`src/rtl/keypad_pkg.sv`:
```
// keypad_pkg
// Shared definitions for the 4x4 hex keypad scanner and its debounce FSM.
//   - Debounce FSM state encodings (IDLE / CAND / HELD).
//   - Frame-result enum (NONE / SINGLE / MULTI).
//   - Row/column to hex-code key map and a lookup helper.
//   - Command key codes used when KEYPAD_CMD_KEYS_EN is defined.
// No ports; imported with "import keypad_pkg::*".

package keypad_pkg;

    // Debounce FSM states, kept as plain constants so older tools accept them.
    typedef logic [1:0] fsm_state_t;
    localparam fsm_state_t ST_IDLE = 2'd0;
    localparam fsm_state_t ST_CAND = 2'd1;
    localparam fsm_state_t ST_HELD = 2'd2;

    // Outcome of one full four-column scan.
    typedef enum logic [1:0] {
        FRAME_NONE   = 2'd0,
        FRAME_SINGLE = 2'd1,
        FRAME_MULTI  = 2'd2
    } frame_result_t;

    localparam logic [3:0] KEY_BACKSPACE = 4'hE;
    localparam logic [3:0] KEY_ENTER     = 4'hF;

    // Indexed by {row, col}. Row 0 is the top of the keypad:
    //   row0: 1 2 3 A
    //   row1: 4 5 6 B
    //   row2: 7 8 9 C
    //   row3: E 0 F D
    localparam logic [15:0][3:0] KEY_MAP = {
        4'hD, 4'hF, 4'h0, 4'hE,
        4'hC, 4'h9, 4'h8, 4'h7,
        4'hB, 4'h6, 4'h5, 4'h4,
        4'hA, 4'h3, 4'h2, 4'h1
    };

    function automatic logic [3:0] key_lookup(input logic [1:0] row, input logic [1:0] col);
        return KEY_MAP[{row, col}];
    endfunction

endpackage

```
`src/rtl/keypad_debounce_fsm.sv`:
```
// keypad_debounce_fsm
// Press/release debouncer for the keypad scanner. Advances once per frame
// evaluation: a key must be seen alone for DEBOUNCE_SCANS consecutive frames
// to be accepted, and the pad must read empty for DEBOUNCE_SCANS consecutive
// frames before another key can be accepted.
// Ports:
//   clk, rst        clock, synchronous active-low reset
//   eval_strobe     one-cycle strobe on the frame evaluation edge
//   frame_result    NONE / SINGLE / MULTI for the frame being evaluated
//   frame_code      hex code of the key when frame_result is SINGLE
//   accept          combinational, high on the evaluation edge that accepts a key
//   accept_code     code of the accepted key (valid while accept is high)

module keypad_debounce_fsm
    import keypad_pkg::*;
#(
    parameter int DEBOUNCE_SCANS = 4
) (
    input  logic          clk,
    input  logic          rst,
    input  logic          eval_strobe,
    input  frame_result_t frame_result,
    input  logic [3:0]    frame_code,
    output logic          accept,
    output logic [3:0]    accept_code
);

    localparam logic [3:0] DEB_TARGET = 4'(DEBOUNCE_SCANS);

    fsm_state_t state_q, state_d;
    logic [3:0] cand_q, cand_d;
    logic [3:0] cnt_q, cnt_d;
    logic [3:0] rel_q, rel_d;

    // Next-state logic. accept is produced here so the top level can register
    // key_valid/value on the same edge the FSM moves into HELD.
    always_comb begin
        state_d     = state_q;
        cand_d      = cand_q;
        cnt_d       = cnt_q;
        rel_d       = rel_q;
        accept      = 1'b0;
        accept_code = cand_q;

        if (eval_strobe) begin
            case (state_q)
                ST_IDLE: begin
                    if (frame_result == FRAME_SINGLE) begin
                        cand_d = frame_code;
                        cnt_d  = 4'd1;
                        if (DEB_TARGET == 4'd1) begin
                            accept      = 1'b1;
                            accept_code = frame_code;
                            state_d     = ST_HELD;
                            rel_d       = 4'd0;
                        end else begin
                            state_d = ST_CAND;
                        end
                    end
                end

                ST_CAND: begin
                    if (frame_result == FRAME_SINGLE) begin
                        if (frame_code == cand_q) begin
                            cnt_d = cnt_q + 4'd1;
                            if (cnt_q + 4'd1 == DEB_TARGET) begin
                                accept      = 1'b1;
                                accept_code = cand_q;
                                state_d     = ST_HELD;
                                rel_d       = 4'd0;
                            end
                        end else begin
                            // A different key restarts the count rather than dropping to IDLE.
                            cand_d = frame_code;
                            cnt_d  = 4'd1;
                        end
                    end else begin
                        state_d = ST_IDLE;
                        cnt_d   = 4'd0;
                    end
                end

                ST_HELD: begin
                    // Anything other than an empty pad (including rollover) keeps us
                    // here and restarts the release count, so no second event fires.
                    if (frame_result == FRAME_NONE) begin
                        if (rel_q + 4'd1 == DEB_TARGET) begin
                            state_d = ST_IDLE;
                            rel_d   = 4'd0;
                            cnt_d   = 4'd0;
                        end else begin
                            rel_d = rel_q + 4'd1;
                        end
                    end else begin
                        rel_d = 4'd0;
                    end
                end

                default: begin
                    state_d = ST_IDLE;
                    cnt_d   = 4'd0;
                    rel_d   = 4'd0;
                end
            endcase
        end
    end

    // State and counter registers.
    always_ff @(posedge clk) begin
        if (!rst) begin
            state_q <= ST_IDLE;
            cand_q  <= 4'd0;
            cnt_q   <= 4'd0;
            rel_q   <= 4'd0;
        end else begin
            state_q <= state_d;
            cand_q  <= cand_d;
            cnt_q   <= cnt_d;
            rel_q   <= rel_d;
        end
    end

endmodule

```
`src/rtl/keypad_scanner.sv`:
```
// keypad_scanner
// Scans a 4x4 hex keypad by driving one column low at a time and sampling the
// rows, debounces presses and shifts each accepted digit into a 32-bit entry
// register (most recent digit in value[3:0]).
// Optional feature macro: KEYPAD_CMD_KEYS_EN
//   defined   : E(*) is backspace, F(#) is enter (pulses value_ready, value kept)
//   undefined : all keys shift in and value_ready pulses with every key_valid
// Ports:
//   clk          system clock
//   rst          synchronous active-low reset
//   row_in[3:0]  keypad rows, active-low, asynchronous
//   col_out[3:0] column drive, active-low one-hot
//   clear        synchronous pulse, zeroes value
//   key_valid    one-cycle pulse per accepted key
//   key_code     code of the last accepted key
//   value[31:0]  entry register
//   value_ready  one-cycle pulse (see macro above)

module keypad_scanner
    import keypad_pkg::*;
#(
    parameter int SCAN_DIV       = 10_000,
    parameter int DEBOUNCE_SCANS = 4
) (
    input  logic        clk,
    input  logic        rst,
    input  logic [3:0]  row_in,
    output logic [3:0]  col_out,
    input  logic        clear,
    output logic        key_valid,
    output logic [3:0]  key_code,
    output logic [31:0] value,
    output logic        value_ready
);

    localparam int              DIV_W    = $clog2(SCAN_DIV);
    localparam logic [DIV_W-1:0] DIV_LAST = DIV_W'(SCAN_DIV - 1);

    logic [3:0]       sync1_q, sync1_d;
    logic [3:0]       sync2_q, sync2_d;
    logic [DIV_W-1:0] div_q, div_d;
    logic [1:0]       col_idx_q, col_idx_d;
    logic [1:0]       hits_q, hits_d;
    logic [3:0]       acc_code_q, acc_code_d;
    logic             key_valid_q, key_valid_d;
    logic [3:0]       key_code_q, key_code_d;
    logic [31:0]      value_q, value_d;
    logic             value_ready_q, value_ready_d;

    logic             sample;
    logic             eval_strobe;
    logic [3:0]       col_lows;
    logic [2:0]       col_hits;
    logic [1:0]       col_row;
    logic [1:0]       frame_hits;
    logic [3:0]       frame_code;
    frame_result_t    frame_result;
    logic             accept;
    logic [3:0]       accept_code;
    logic [31:0]      value_base;

    // Two-flop synchronizer on the raw row pins.
    always_comb begin
        sync1_d = row_in;
        sync2_d = sync1_q;
    end

    // Dwell divider and column rotation. Rows are sampled on the last cycle of
    // each dwell, which leaves the synchronizer time to settle after the
    // column changes; the same edge moves on to the next column.
    always_comb begin
        sample      = (div_q == DIV_LAST);
        eval_strobe = sample && (col_idx_q == 2'd3);
        div_d       = sample ? '0 : div_q + DIV_W'(1);
        col_idx_d   = sample ? col_idx_q + 2'd1 : col_idx_q;
        col_out     = ~(4'b0001 << col_idx_q);
    end

    // Frame accumulation. hits saturates at 2 (meaning "two or more"), and the
    // code is only meaningful while exactly one intersection has been seen.
    always_comb begin
        col_lows = ~sync2_q;
        col_hits = 3'd0;
        col_row  = 2'd0;
        for (int r = 0; r < 4; r++) begin
            if (col_lows[r]) begin
                col_hits = col_hits + 3'd1;
                col_row  = 2'(r);
            end
        end

        if (col_hits == 3'd0) begin
            frame_hits = hits_q;
            frame_code = acc_code_q;
        end else if (col_hits == 3'd1 && hits_q == 2'd0) begin
            frame_hits = 2'd1;
            frame_code = key_lookup(col_row, col_idx_q);
        end else begin
            frame_hits = 2'd2;
            frame_code = acc_code_q;
        end

        case (frame_hits)
            2'd0:    frame_result = FRAME_NONE;
            2'd1:    frame_result = FRAME_SINGLE;
            default: frame_result = FRAME_MULTI;
        endcase

        hits_d     = hits_q;
        acc_code_d = acc_code_q;
        if (sample) begin
            hits_d     = eval_strobe ? 2'd0 : frame_hits;
            acc_code_d = eval_strobe ? 4'd0 : frame_code;
        end
    end

    keypad_debounce_fsm #(
        .DEBOUNCE_SCANS (DEBOUNCE_SCANS)
    ) u_debounce (
        .clk          (clk),
        .rst          (rst),
        .eval_strobe  (eval_strobe),
        .frame_result (frame_result),
        .frame_code   (frame_code),
        .accept       (accept),
        .accept_code  (accept_code)
    );

    // Entry register update. clear zeroes the base first so a coinciding
    // accept lands on an empty register.
    always_comb begin
        key_valid_d   = accept;
        key_code_d    = accept ? accept_code : key_code_q;
        value_base    = clear ? 32'h0 : value_q;
        value_d       = value_base;
        value_ready_d = 1'b0;
        if (accept) begin
`ifdef KEYPAD_CMD_KEYS_EN
            if (accept_code == KEY_BACKSPACE) begin
                value_d = {4'h0, value_base[31:4]};
            end else if (accept_code == KEY_ENTER) begin
                value_ready_d = 1'b1;
            end else begin
                value_d = {value_base[27:0], accept_code};
            end
`else
            value_d       = {value_base[27:0], accept_code};
            value_ready_d = 1'b1;
`endif
        end
    end

    // All state registers, reset together so a reset mid-scan or mid-debounce
    // leaves nothing behind.
    always_ff @(posedge clk) begin
        if (!rst) begin
            sync1_q       <= 4'hF;
            sync2_q       <= 4'hF;
            div_q         <= '0;
            col_idx_q     <= 2'd0;
            hits_q        <= 2'd0;
            acc_code_q    <= 4'd0;
            key_valid_q   <= 1'b0;
            key_code_q    <= 4'd0;
            value_q       <= 32'h0;
            value_ready_q <= 1'b0;
        end else begin
            sync1_q       <= sync1_d;
            sync2_q       <= sync2_d;
            div_q         <= div_d;
            col_idx_q     <= col_idx_d;
            hits_q        <= hits_d;
            acc_code_q    <= acc_code_d;
            key_valid_q   <= key_valid_d;
            key_code_q    <= key_code_d;
            value_q       <= value_d;
            value_ready_q <= value_ready_d;
        end
    end

    assign key_valid   = key_valid_q;
    assign key_code    = key_code_q;
    assign value       = value_q;
    assign value_ready = value_ready_q;

endmodule

```
`config.mk`:
```
export PLATFORM = sky130hd
export DESIGN_NAME = keypad_scanner
export DESIGN_NICKNAME = d
export VERILOG_FILES = /design/src/rtl/keypad_pkg.sv /design/src/rtl/keypad_debounce_fsm.sv /design/src/rtl/keypad_scanner.sv
export SDC_FILE = /design/constraint.sdc
export NUM_CORES = 1
export LEC_CHECK = 0
export ABC_AREA = 0
export CORE_ASPECT_RATIO = 1.2
export CORE_UTILIZATION = 30
export DETAILED_ROUTE_END_ITERATION = 16
export GPL_ROUTABILITY_DRIVEN = 0
export GPL_TIMING_DRIVEN = 0
export SLEW_MARGIN = 20
export SYNTH_ARGS = -nofsm -noshare
export SYNTH_HDL_FRONTEND = slang
export SYNTH_SLANG_ARGS = --single-unit
export TNS_END_PERCENT = 30
```
`constraint.sdc`:
```
create_clock -name clk -period 3.3 [get_ports clk]
set_clock_uncertainty 0.05 [all_clocks]
set_input_delay 0.66 -clock clk [delete_from_list [all_inputs] [get_ports clk]]
set_output_delay 0.66 -clock clk [all_outputs]
set_load 0.01 [all_outputs]
```
==> results.md <==
- Final Setup Violations: 0
- Num CTS Buffers: 9
- H-tree depth: 3
- Reg-to-reg slack, setup: 0.19 ns
- WL per Instance: 12.82 um
- Final wirelength: 8526 um
- Root Buffer: clkbuf_16
- Tightest Hold Check Type: register to register
- CTS tree: yes
- VDD IR max: 0.0002096 V
- Cell Pwr Density: 408.2 nW/um^2
- Startpoint types: register
- Main combinational cell family by area after synthesis: simple AND/OR/NAND/NOR gates
- Register area share after synthesis: 40.16%
- Status: completed
- Clock transition at path regs: 0.06 ns
- Largest net degree at the start of global routing: 15
- XOR/XNOR Fraction of Synth Area: 5.764%
- Hold Buf Count CTS: 0
- Vias/cell: 4.786
- Die area: 13,930 um^2
- DR vias: 3,183
- Leading area contributor after synthesis: dfxtp_1
- CP endpoint kind: register
- Reg-to-reg endpoint: key_code[1]
- Synth area leaders: dfxtp_1, mux2i_1, nand2_1
- Simple-Gate Fraction of Synth Area: 23.74%
- Largest delay share family, worst path: simple AND/OR/NAND/NOR gates
- Fin. Hold Viols: 0
- Rel. slew slack: 49.16%
- Router iterations before antenna repair: 4
- Internal power: 1.588 mW
- Top cells by count, synth: dfxtp_1, nand2_1, mux2i_1, nor2_1, inv_1
- Vias in the first global route: 3,052
- Die height: 129.1 um
- Final Slew Violations: 0
- R2R cell count: 15
- Synth Area in Compound Gates: 9.637%
- Critical Path Stages: 15
- CP Capture Point: key_code[1]
- Tmin final: 3.106 ns
- Sw Pwr: 0.4915 mW
- Initial drt markers: 118
- Max Cap Violations: 0
- Remaining antenna violation count: 0
- Clock share of power: 44.9%
- Yosys warning count: 0
- Worst-Skew Late Latency: 0.33 ns
- Chip width: 107.9 um
- Asr flop ratio synth: 0%
- Count leader, synth: dfxtp_1
- Share of layout cells above drive strength 1: 9.658%
- Fmax achieved: 322.0 MHz
- CTS Sinks: 81
- Dpl hpwl: 6467 um
- Synthesized Nets: 453
- Period utilization: 94.12%
- Synth Area in Adders: 4.648%
- Worst slew pin tran: 0.7557 ns
- Total GRT Usage: 12.87%
- Nets: 514
- Reg2reg start: sync2_q[1]
- DP Area: 4718 um^2
- Worst EP required: 3.51 ns
- Yosys top cell area share: 40.16%
- DRC viols: 0
- Remaining Overflow, GRT: 0
- Top FF cell, synth: dfxtp_1
- Comb power frac: 7.5%
- Ant diodes: 0
- PortBufs: 47
- Row count: 46
- Worst Path Arrival: 3.32 ns
- Avg Cell Area, Syn: 9.368 um^2
- Clock Path Buffers: 2
- Placeable Area: 13,180 um^2
- Initial core utilization: 30.63%
- Post-synth EDFFs: 0
- CP max stage cell: dfxtp_4
- Crit-path cells: inv_1, ha_1, or2b_1, and2_1, ha_1, nor2b_2, a31oi_4, and3_4, a211oi_2, or2_0, buf_6, nand4_4, buf_12, buf_12, mux2i_1
- Ports: 49
- Final Cell Area: 5094 um^2
- Initial antenna violation count: 0
- Post-Syn Area: 4038 um^2
- Slowest stage delay, CP: 0.37 ns
- Mux contribution to synthesized area: 10.44%
- CP Buf/Inv Count: 4
- Area Growth Syn to Fin: 26.15%
- Switching share of power: 23.64%
- First-pass GRT wire length: 14,300 um
- WHS: 0.3557 ns
- LEAKAGE: 2.136 nW
- Sequential share of power: 47.6%
- Worst-path fanout max: 10
- Crit Path Category: register to register
- Number of distinct library cells after synthesis: 64
- FF+latch count, synth: 81
- Worst Setup SP: sync2_q[1]
- Synthesized instance count: 431
power groups by stage:
stage	Sequential (mW)	Combinational (mW)	Clock, mW
finish	0.990	0.156	0.933
global route	0.990	0.174	1.00
CTS	0.990	0.148	0.951
detailed placement	1.01	0.143	0
global placement	1.01	0.140	0
floorplan	1.01	0.112	0
cells in the final DEF, fill, tap and decap left out, drive strengths merged, types with 5 or more instances in the layout:
cell	Yosys	layout
nand3	14	14
a31oi	5	5
nor2	27	27
nand4	5	5
ha	15	15
nor2b	11	11
xor2	12	12
o21ai	8	8
and3	10	10
a21boi	6	6
clkbuf	12	23
nand2b	12	12
inv	17	18
buf	10	13
clkdlybuf4s50	0	47
dfxtp	81	81
nand2	72	72
mux2i	41	41
xnor2	11	11
worst min path at each step:
stage / endpoint / slack [ns] / startpoint / cells after the start
6_report: sync2_q[0] / 0.36 / sync1_q[0] / 1
5_1_grt: sync2_q[2] / 0.37 / sync1_q[2] / 1
4_1_cts: sync2_q[0] / 0.36 / sync1_q[0] / 1
3_5_place_dp: sync2_q[0] / 0.34 / sync1_q[0] / 1
3_3_place_gp: sync2_q[0] / 0.34 / sync1_q[0] / 1
2_1_floorplan: sync2_q[0] / 0.34 / sync1_q[0] / 1
routing by layer:
layer / GRT usage (%) / wire [um]
met4: 3.948 / 112
met3: 2.918 / 333
met1: 15.51 / 3830
met5: 0 / 0
met2: 22.66 / 4250
stage by stage:
stage	worst slack (ns)	total power, mW	util (%)	setup TNS, ns	instances
final	0.1940	2.079	38.65	0	665
after detailed placement	-0.1156	1.155	35.80	-2.744	646
after global placement	-0.02984	1.152	35.80	-0.3125	646
after CTS	0.02591	2.089	38.14	0	663
after floorplan	0.2080	1.123	-	0	431
after global routing	-0.01507	2.164	38.65	-0.02526	665
worst reg2reg max path: cells and delay by family, from the launching register on:
kind / cells / cell delay, ns
simple gates: 6 / 1.17
buf+inv: 4 / 0.50
flops: 1 / 0.37
fa+ha+maj: 2 / 0.44
mux: 1 / 0.19
compound gates: 2 / 0.30
cells by family after synthesis:
logic type               after synthesis
AO/OA/AOI/OAI                         48
XOR/XNOR                              24
adder cells (fa/ha/maj)               15
buffers and inverters                 39
flip-flops                            81
multiplexers                          42
AND/OR/NAND/NOR                      182
flip-flops by register name, indices dropped and copies added, names as in the netlist:
| register | count |
|---|---|
| sync2_q | 4 |
| u_debounce.state_q | 2 |
| col_idx_q | 2 |
| u_debounce.cnt_q | 4 |
| value | 32 |
| u_debounce.rel_q | 4 |
| key_code | 4 |
| u_debounce.cand_q | 4 |
| hits_q | 2 |
| div_q | 14 |
| key_valid | 1 |
| acc_code_q | 4 |
| sync1_q | 4 |
repair_timing:
item / CTS / global route
pin swaps: 1 / 5
setup endpoints to repair: 31 / 47
setup buffers: 1 / 3
gates resized for setup: 3 / 12
cell type report:
| class | count | area [um^2] |
|---|---|---|
| multi-input combinational | 311 | 2243 |
| sequential | 81 | 1625 |
| clock buffer | 11 | 242.7 |
| inverter | 17 | 63.81 |
| timing repair buffer | 51 | 500.5 |
| buffer | 21 | 167.7 |
| tap | 168 | 210.2 |
| clock inverter | 5 | 40.04 |
| fill | 1336 | 8087 |
(Power assumes the default switching activity.)
